### src/rtl/uart_pkg.sv
// Shared types and line levels for the UART transmitter.
// Optional parity support is selected with the UART_TX_PARITY_EN macro.
package uart_pkg;

  typedef enum logic [2:0] {
    TX_IDLE   = 3'd0,
    TX_ARMED  = 3'd1,
    TX_START  = 3'd2,
    TX_DATA   = 3'd3,
    TX_PARITY = 3'd4,
    TX_STOP   = 3'd5
  } tx_state_t;

  localparam logic UART_IDLE_LVL  = 1'b1;
  localparam logic UART_START_LVL = 1'b0;

endpackage

### src/rtl/uart_tx_shift_reg.sv
// Load/shift-right data register for the UART transmitter, serial output from bit 0.
// With UART_TX_PARITY_EN defined it also latches the frame parity at load time.
module uart_tx_shift_reg #(
  parameter int unsigned DATA_WIDTH = 8
`ifdef UART_TX_PARITY_EN
  ,
  parameter int unsigned PARITY_ODD = 0
`endif
) (
  input  logic                  clk,
  input  logic                  rst,
  input  logic                  load,
  input  logic                  shift,
  input  logic [DATA_WIDTH-1:0] data_in,
`ifdef UART_TX_PARITY_EN
  output logic                  parity,
`endif
  output logic                  serial
);

  logic [DATA_WIDTH-1:0] sr_q;

  always_ff @(posedge clk) begin
    if (rst) begin
      sr_q <= '0;
    end else if (load) begin
      sr_q <= data_in;
    end else if (shift) begin
      sr_q <= {1'b0, sr_q[DATA_WIDTH-1:1]};
    end
  end

  assign serial = sr_q[0];

`ifdef UART_TX_PARITY_EN
  logic parity_q;

  // Captured from the accepted byte; the shift register is consumed before the parity bit.
  always_ff @(posedge clk) begin
    if (rst) begin
      parity_q <= 1'b0;
    end else if (load) begin
      parity_q <= (^data_in) ^ (PARITY_ODD != 0);
    end
  end

  assign parity = parity_q;
`endif

endmodule

### src/rtl/uart_tx_fsm.sv
// UART transmitter: byte handshake in, framed serial line out, timed by an external baud strobe.
// Define UART_TX_PARITY_EN to insert a parity bit between the data and stop bits.
module uart_tx_fsm
  import uart_pkg::*;
#(
  parameter int unsigned DATA_WIDTH = 8,
  parameter int unsigned STOP_BITS  = 1,
  parameter int unsigned PARITY_ODD = 0
) (
  input  logic                  clk,
  input  logic                  rst,
  input  logic                  baud_tick,
  input  logic [DATA_WIDTH-1:0] tx_data_i,
  input  logic                  tx_valid_i,
  output logic                  tx_ready_o,
  output logic                  tx_o,
  output logic                  busy_o,
  output logic                  tx_done_o
);

  localparam int unsigned     CntW     = $clog2(DATA_WIDTH);
  localparam logic [CntW-1:0] DataLast = CntW'(DATA_WIDTH - 1);
  localparam logic [CntW-1:0] StopLast = CntW'(STOP_BITS - 1);

  if (DATA_WIDTH < 5 || DATA_WIDTH > 9) begin : g_bad_data_width
    $error("uart_tx_fsm: DATA_WIDTH must be 5..9");
  end
  if (STOP_BITS < 1 || STOP_BITS > 2) begin : g_bad_stop_bits
    $error("uart_tx_fsm: STOP_BITS must be 1 or 2");
  end
  if (PARITY_ODD > 1) begin : g_bad_parity_odd
    $error("uart_tx_fsm: PARITY_ODD must be 0 or 1");
  end

  tx_state_t       state_q, state_d;
  logic [CntW-1:0] cnt_q, cnt_d;
  logic            tx_q, tx_d;
  logic            load, shift, done;
  logic            serial_bit;

`ifdef UART_TX_PARITY_EN
  logic parity_bit;
`endif

  uart_tx_shift_reg #(
    .DATA_WIDTH(DATA_WIDTH)
`ifdef UART_TX_PARITY_EN
    ,
    .PARITY_ODD(PARITY_ODD)
`endif
  ) u_shift_reg (
    .clk    (clk),
    .rst    (rst),
    .load   (load),
    .shift  (shift),
    .data_in(tx_data_i),
`ifdef UART_TX_PARITY_EN
    .parity (parity_bit),
`endif
    .serial (serial_bit)
  );

  always_ff @(posedge clk) begin
    if (rst) begin
      state_q <= TX_IDLE;
      cnt_q   <= '0;
      tx_q    <= UART_IDLE_LVL;
    end else begin
      state_q <= state_d;
      cnt_q   <= cnt_d;
      tx_q    <= tx_d;
    end
  end

  // tx_d is decoded from the current state, so the line trails each state change by one clk.
  always_comb begin
    state_d = state_q;
    cnt_d   = cnt_q;
    tx_d    = UART_IDLE_LVL;
    load    = 1'b0;
    shift   = 1'b0;
    done    = 1'b0;

    case (state_q)
      TX_IDLE: begin
        // A tick in the accept cycle is deliberately not consumed: ARMED lasts a full period.
        if (tx_valid_i) begin
          load    = 1'b1;
          state_d = TX_ARMED;
        end
      end
      TX_ARMED: begin
        if (baud_tick) begin
          state_d = TX_START;
        end
      end
      TX_START: begin
        tx_d = UART_START_LVL;
        if (baud_tick) begin
          state_d = TX_DATA;
          cnt_d   = '0;
        end
      end
      TX_DATA: begin
        tx_d = serial_bit;
        if (baud_tick) begin
          shift = 1'b1;
          if (cnt_q < DataLast) begin
            cnt_d = cnt_q + CntW'(1);
          end else begin
            cnt_d = '0;
`ifdef UART_TX_PARITY_EN
            state_d = TX_PARITY;
`else
            state_d = TX_STOP;
`endif
          end
        end
      end
`ifdef UART_TX_PARITY_EN
      TX_PARITY: begin
        tx_d = parity_bit;
        if (baud_tick) begin
          state_d = TX_STOP;
          cnt_d   = '0;
        end
      end
`endif
      TX_STOP: begin
        if (baud_tick) begin
          if (cnt_q < StopLast) begin
            cnt_d = cnt_q + CntW'(1);
          end else begin
            cnt_d   = '0;
            state_d = TX_IDLE;
            done    = 1'b1;
          end
        end
      end
      default: begin
        state_d = TX_IDLE;
        cnt_d   = '0;
      end
    endcase
  end

  assign tx_o       = tx_q;
  assign tx_ready_o = (state_q == TX_IDLE);
  assign busy_o     = (state_q != TX_IDLE);
  // Reset wins over a coincident final stop tick, so an aborted frame never reports done.
  assign tx_done_o  = done & ~rst;

endmodule

### config.mk
export PLATFORM = sky130hd
export DESIGN_NAME = uart_tx_fsm
export DESIGN_NICKNAME = d
export VERILOG_FILES = /design/src/rtl/uart_pkg.sv /design/src/rtl/uart_tx_shift_reg.sv /design/src/rtl/uart_tx_fsm.sv
export SDC_FILE = /design/constraint.sdc
export NUM_CORES = 1
export LEC_CHECK = 0
export ABC_AREA = 1
export CAP_MARGIN = 20
export CORE_UTILIZATION = 40
export CTS_BUF_LIST = sky130_fd_sc_hd__clkbuf_4 sky130_fd_sc_hd__clkbuf_8
export DETAILED_ROUTE_END_ITERATION = 8
export DONT_BUFFER_PORTS = 1
export GPL_TIMING_DRIVEN = 0
export SETUP_SLACK_MARGIN = 0.4
export SLEW_MARGIN = 20
export SYNTH_ARGS = -nofsm -noshare
export SYNTH_HDL_FRONTEND = slang
export SYNTH_SLANG_ARGS = --single-unit
### constraint.sdc
create_clock -name clk -period 1.9 [get_ports clk]
set_clock_uncertainty 0.15 [all_clocks]
set_input_delay 0 -clock clk [delete_from_list [all_inputs] [get_ports clk]]
set_output_delay 0 -clock clk [all_outputs]
set_load 0.05 [all_outputs]
Word level (Yosys, flattened, before mapping) --
Index checks and enable logic that the tools add are counted.
Cells by class: bitwise gates (word level) 3, reduce and logical (&&, ||, !) cells 6, eq/ne operators 11, $lt $le $gt $ge 2, muxes and demuxes 24, add/subtract/negate cells 1
Operators by type and width (count):
- 3-bit 2-to-1 mux | 12
- 8-bit 2-to-1 mux | 2
- 3-bit case mux with 5 select lines | 1
- 2-bit inequality test (second input constant) | 7
- 3-bit case mux with 4 select lines | 1
- 1-bit 2-to-1 mux | 7
- 7-bit AND reduction | 1
- 3-bit by 2-bit equality test with 1-bit output (second input constant) | 2
- 4-bit AND reduction | 1
- 3-bit by 1-bit adder with 3-bit output (second input constant) | 1
- 3-bit by 1-bit equality test with 1-bit output (second input constant) | 1
- 3-bit equality test (second input constant) | 1
- 3-bit zero test | 1
- 3-bit by 1-bit less-than comparator with 1-bit output (second input constant) | 1
- 3-bit less-than comparator (second input constant) | 1
- 3-bit nonzero test | 1
- 1-bit inverter | 2
- 1-bit case mux with 2 select lines | 1
- 2-bit nonzero test | 1
- 2-bit OR reduction | 1
- 1-bit bitwise AND | 1
Word-level totals: register bits after elaboration 15, output and inout port bits 4, logic and storage cells 51

Logic depth before layout (Yosys ltp) --
word-level depth 5, mapped depth 10

Hierarchy --
Synthesis repeated with hierarchy kept, for this count alone.
Unflattened totals: cell total of the unflattened synthesis 142, area total of the unflattened synthesis 872.1 µm²
Modules (own cells, without submodules):
- uart_tx_fsm | instances 1, cells an instance 79, area each 465.4 µm², sequential area each 140.1 µm²
- uart_tx_shift_reg | instances 1, cells an instance 63, area each 406.6 µm², sequential area each 160.2 µm²

Least setup slack after synthesis --
OpenSTA, ideal clock, no wires.
path type register to output, start point register state_q[2], end point output port tx_done_o, required time 1.750 ns, cell stages (with the launch flop) 3, arrival time 1.616 ns, path slack 0.134 ns, buffers on the path 0, path through dfxtp_1 -> nand3_1 -> nor3_1
Between the ends: word-level cells in the longest chain between the ends 3
Ends and longest elaborated chain:
- start: declaration | line uart_tx_fsm.sv:35 | tx_state_t state_q, state_d;
- start signal: assignment | line uart_tx_fsm.sv:69 | state_q <= state_d;
- 3-bit equality test | line uart_tx_fsm.sv:84 | case (state_q)
- 1-bit 2-to-1 mux | line uart_tx_fsm.sv:84
- 1-bit bitwise AND | line uart_tx_fsm.sv:151 | assign tx_done_o = done & ~rst;
- end: declaration | line uart_tx_fsm.sv:18 | output logic tx_done_o
Every way passes these cells.

Worst setup path after layout --
start point register state_q[0], end point output port busy_o
Between the ends: word-level cells in the longest chain between the ends 1
Ends and longest elaborated chain:
- 3-bit nonzero test | line uart_tx_fsm.sv:149 | assign busy_o = (state_q != TX_IDLE);
- end: declaration | line uart_tx_fsm.sv:17 | output logic busy_o,
Every way passes these cells.

==> results by group <==
Global route
  – Number of global-route vias before repair: 756
  – First-pass GRT wire length: 2.97 mm
  – All-Layer GR Usage: 19.5%
  – Grt ovf: 0
  – Initial antenna violation count: 0
  – Largest net degree at the start of global routing: 11

Worst setup path
  – Worst setup EP type: output pin
  – Critical Path Max Stage Delay: 0.39 ns
  – Crit-path max FO: 8
  – Crit path required time: 1.75 ns
  – Critical Path, Cell by Cell: buf_6 -> nor2_4 -> clkinvlp_4
  – WS Path Type: flop to output pin
  – Crit path max-delay cell type: nor2_4
  – Crit path arrival time: 1.52 ns
  – Crit start category: flop

Timing
  – Final Hold Fails: 0
  – Slew headroom: 63.3%
  – Final Setup Violations: 0
  – Worst Max-Slew Pin Slew: 0.548 ns
  – Max Transition Viols Final: 0
  – Unrepaired setup endpoints after global routing: yes
  – Maximum operating frequency: 0.599 GHz
  – Setup_tns: 0 ns
  – Hold Slack: 0.00339 ns
  – Fin crit share: 87.9%
  – Minimum clock period: 1.67 ns
  – Setup ws final: 0.230 ns

Run status
  – Status: complete, no violations

Power
  – Power Density: 1320 nW/µm²
  – P_leak: 0.507 nW
  – Seq pwr share: 32.0%
  – Int Pwr: 829 µW
  – Switching Fraction: 45.8%
  – Total power: 1.53 mW
  – Logic pwr share: 54.8%
  – Maximum vdd drop: 0.809 mV
  – Switch Pwr: 700 µW
  – Clock power frac: 13.1%

Clock tree
  – H-tree levels: 1
  – Clock Sinks: 15
  – CTS tree: done
  – Max clock buf depth: 2
  – CTS Root Cell: clkbuf_4
  – CTS Buf Count: 3
  – Clock latency on the worst-skew pair: 0.29 ns
  – Clk pin slew, worst setup/hold paths: 0.09 ns

Synthesis
  – Avg Cell Area, Syn: 6.58 µm²
  – Sequential area share after synthesis: 37.1%
  – Yosys cell types: 21
  – Top cells by area, synth: dfxtp_1, nand2_1, inv_1, nor2_1, a21oi_1
  – Post-Synthesis Cell Area: 810 µm²
  – Post-synthesis cell count: 123
  – #FFs+latches synth: 15
  – Share of the synthesized area in the top cell type: 37.1%
  – YS warnings: 0
  – Synth area leader: dfxtp_1
  – Post-Syn Nets: 136

Layout
  – FILL cells: 189
  – Register area: 305 µm²
  – Multi-input logic area: 493 µm²
  – Final net count: 159
  – P&R area growth vs syn: 43.3%
  – Inserted Diodes: 0
  – Fraction of layout cells with a size suffix above 1: 30.3%
  – Final core utilization: 64.4%

Detailed routing
  – Top Metal Used: met4
  – DRT Pass-1 Iters: 2
  – WL met2: 1.02 mm
  – Initial DRC Count: 2
  – Final wirelength: 1.91 mm
  – Via-to-Cell Ratio: 4.89
  – Via Count: 832
  – Length of routed met3 wiring: 48 µm
  – Wirelength per Cell: 11.2 µm
  – Met1 WL: 797 µm
  – Drt drc: 0
  – ANT nets after route: 0

Placement
  – Hpwl dp: 1.18 mm
  – Post-Place Worst Slack: 0.237 ns
  – Port Buffers: 0
  – Final GP Congestion: 0.804

Job
  – Max Cap Viol: 0

Worst hold path
  – Min-delay worst type: input port to flop

Floorplanning
  – Initial Utilization: 44.9%
  – Die Area: 2210 µm²
  – Die Span Y: 47.0 µm
  – Chip Width: 47.0 µm
  – Rows: 15
  – Ports: 16
  – Core area: 1800 µm²
layer usage:
| layer | track usage (%) | up-vias |
|---|---|---|
| met2 | 33.6 | 11 |
| met4 | 11.4 | 0 |
| met1 | 22.2 | 382 |
| li1 | - | 435 |
| met5 | 0 | - |
| met3 | 3.85 | 4 |
path summary, 6_finish.rpt:
check | startpoint | to | slack, ns | cells after the start
min reg2reg | u_shift_reg.sr_q[5]$_SDFFE_PP0P_ | u_shift_reg.sr_q[5]$_SDFFE_PP0P_ | 0.32 | 2
max | state_q[0]$_SDFFE_PP0P_ | busy_o | 0.23 | 3
min | baud_tick | cnt_q[2]$_SDFFE_PP0P_ | 0.003 | 6
max reg2reg | state_q[0]$_SDFFE_PP0P_ | u_shift_reg.sr_q[3]$_SDFFE_PP0P_ | 0.26 | 6
power groups by stage:
stage | Clock, mW | Combinational (mW) | Sequential [mW]
finish | 0.201 | 0.838 | 0.490
global route | 0.218 | 0.916 | 0.501
CTS | 0.205 | 0.708 | 0.485
detailed placement | 0 | 0.616 | 0.494
global placement | 0 | 0.608 | 0.492
floorplan | 0 | 0.541 | 0.480
synthesized netlist by cell type, drive strengths merged:
cell type and instances:
a21oi 10, buf 2, clkbuf 1, dfxtp 15
ha 1, inv 21, nand2 31, nand3 8
nor2 15, nor3 2, o21ai 16, o22ai 1
kinds of logic (layout without fill, tap and decap cells):
logic type	count (synthesis)	after routing	synth area share, %
AOI/OAI and AO/OA	27	27	18.2
DFF	15	15	37.1
adders and majority gates	1	1	1.55
and+or+nand+nor	56	56	30.6
buffers and inverters	24	46	12.5
what timing repair did:
action / in CTS / in global routing
endpoints found under the hold margin: 9 / 0
gates cloned: 0 / 1
buffers inserted: 5 / 1
hold buffers: 11 / 0
resized for setup: 7 / 21
pin swaps: 4 / 6
endpoints found under the setup margin: 10 / 16
state kept, by name, indices dropped and copies added (netlist names):
register / flops
tx_o: 1
u_shift_reg.sr_q: 8
cnt_q: 3
state_q: 3
critical path, delay by kind of cell, from the launching register on:
family	cells	cell delay [ns]
and+or+nand+nor	1	0.39
buffers and inverters	2	0.52
DFF	1	0.32
placed cells by master (no fill, tap or decap), types with 2 or more instances in the layout:
| cell | netlist | layout |
|---|---|---|
| o21ai_0 | 7 | 6 |
| clkbuf_4 | 0 | 4 |
| nor2_2 | 1 | 2 |
| a21oi_1 | 9 | 8 |
| inv_2 | 4 | 2 |
| nand2_4 | 1 | 4 |
| o21ai_2 | 2 | 7 |
| nor2_4 | 1 | 2 |
| o21ai_1 | 7 | 2 |
| a21oi_2 | 1 | 2 |
| dlygate4sd3_1 | 0 | 11 |
| nor2_1 | 13 | 11 |
| inv_1 | 17 | 16 |
| nand3_1 | 8 | 7 |
| nand2_2 | 3 | 4 |
| nand2_1 | 27 | 23 |
| dfxtp_1 | 15 | 13 |
| buf_4 | 1 | 6 |
layout make-up:
cell class              instances  area share [%]
multi-input cells              84            42.5
flip-flops and latches         15            26.3
repair buffers                 18            15.5
inverters                      21            7.77
well taps                      25            2.70
clock buffers                   4            2.59
plain buffers                   3            2.59
stage by stage:
stage                     cells  instance area [µm²]
after floorplan             123                  820
after global placement      148                  851
after detailed placement    148                  851
after CTS                   168                 1050
after global routing        170                 1160
final                       170                 1160
(Power assumes the default switching activity.)
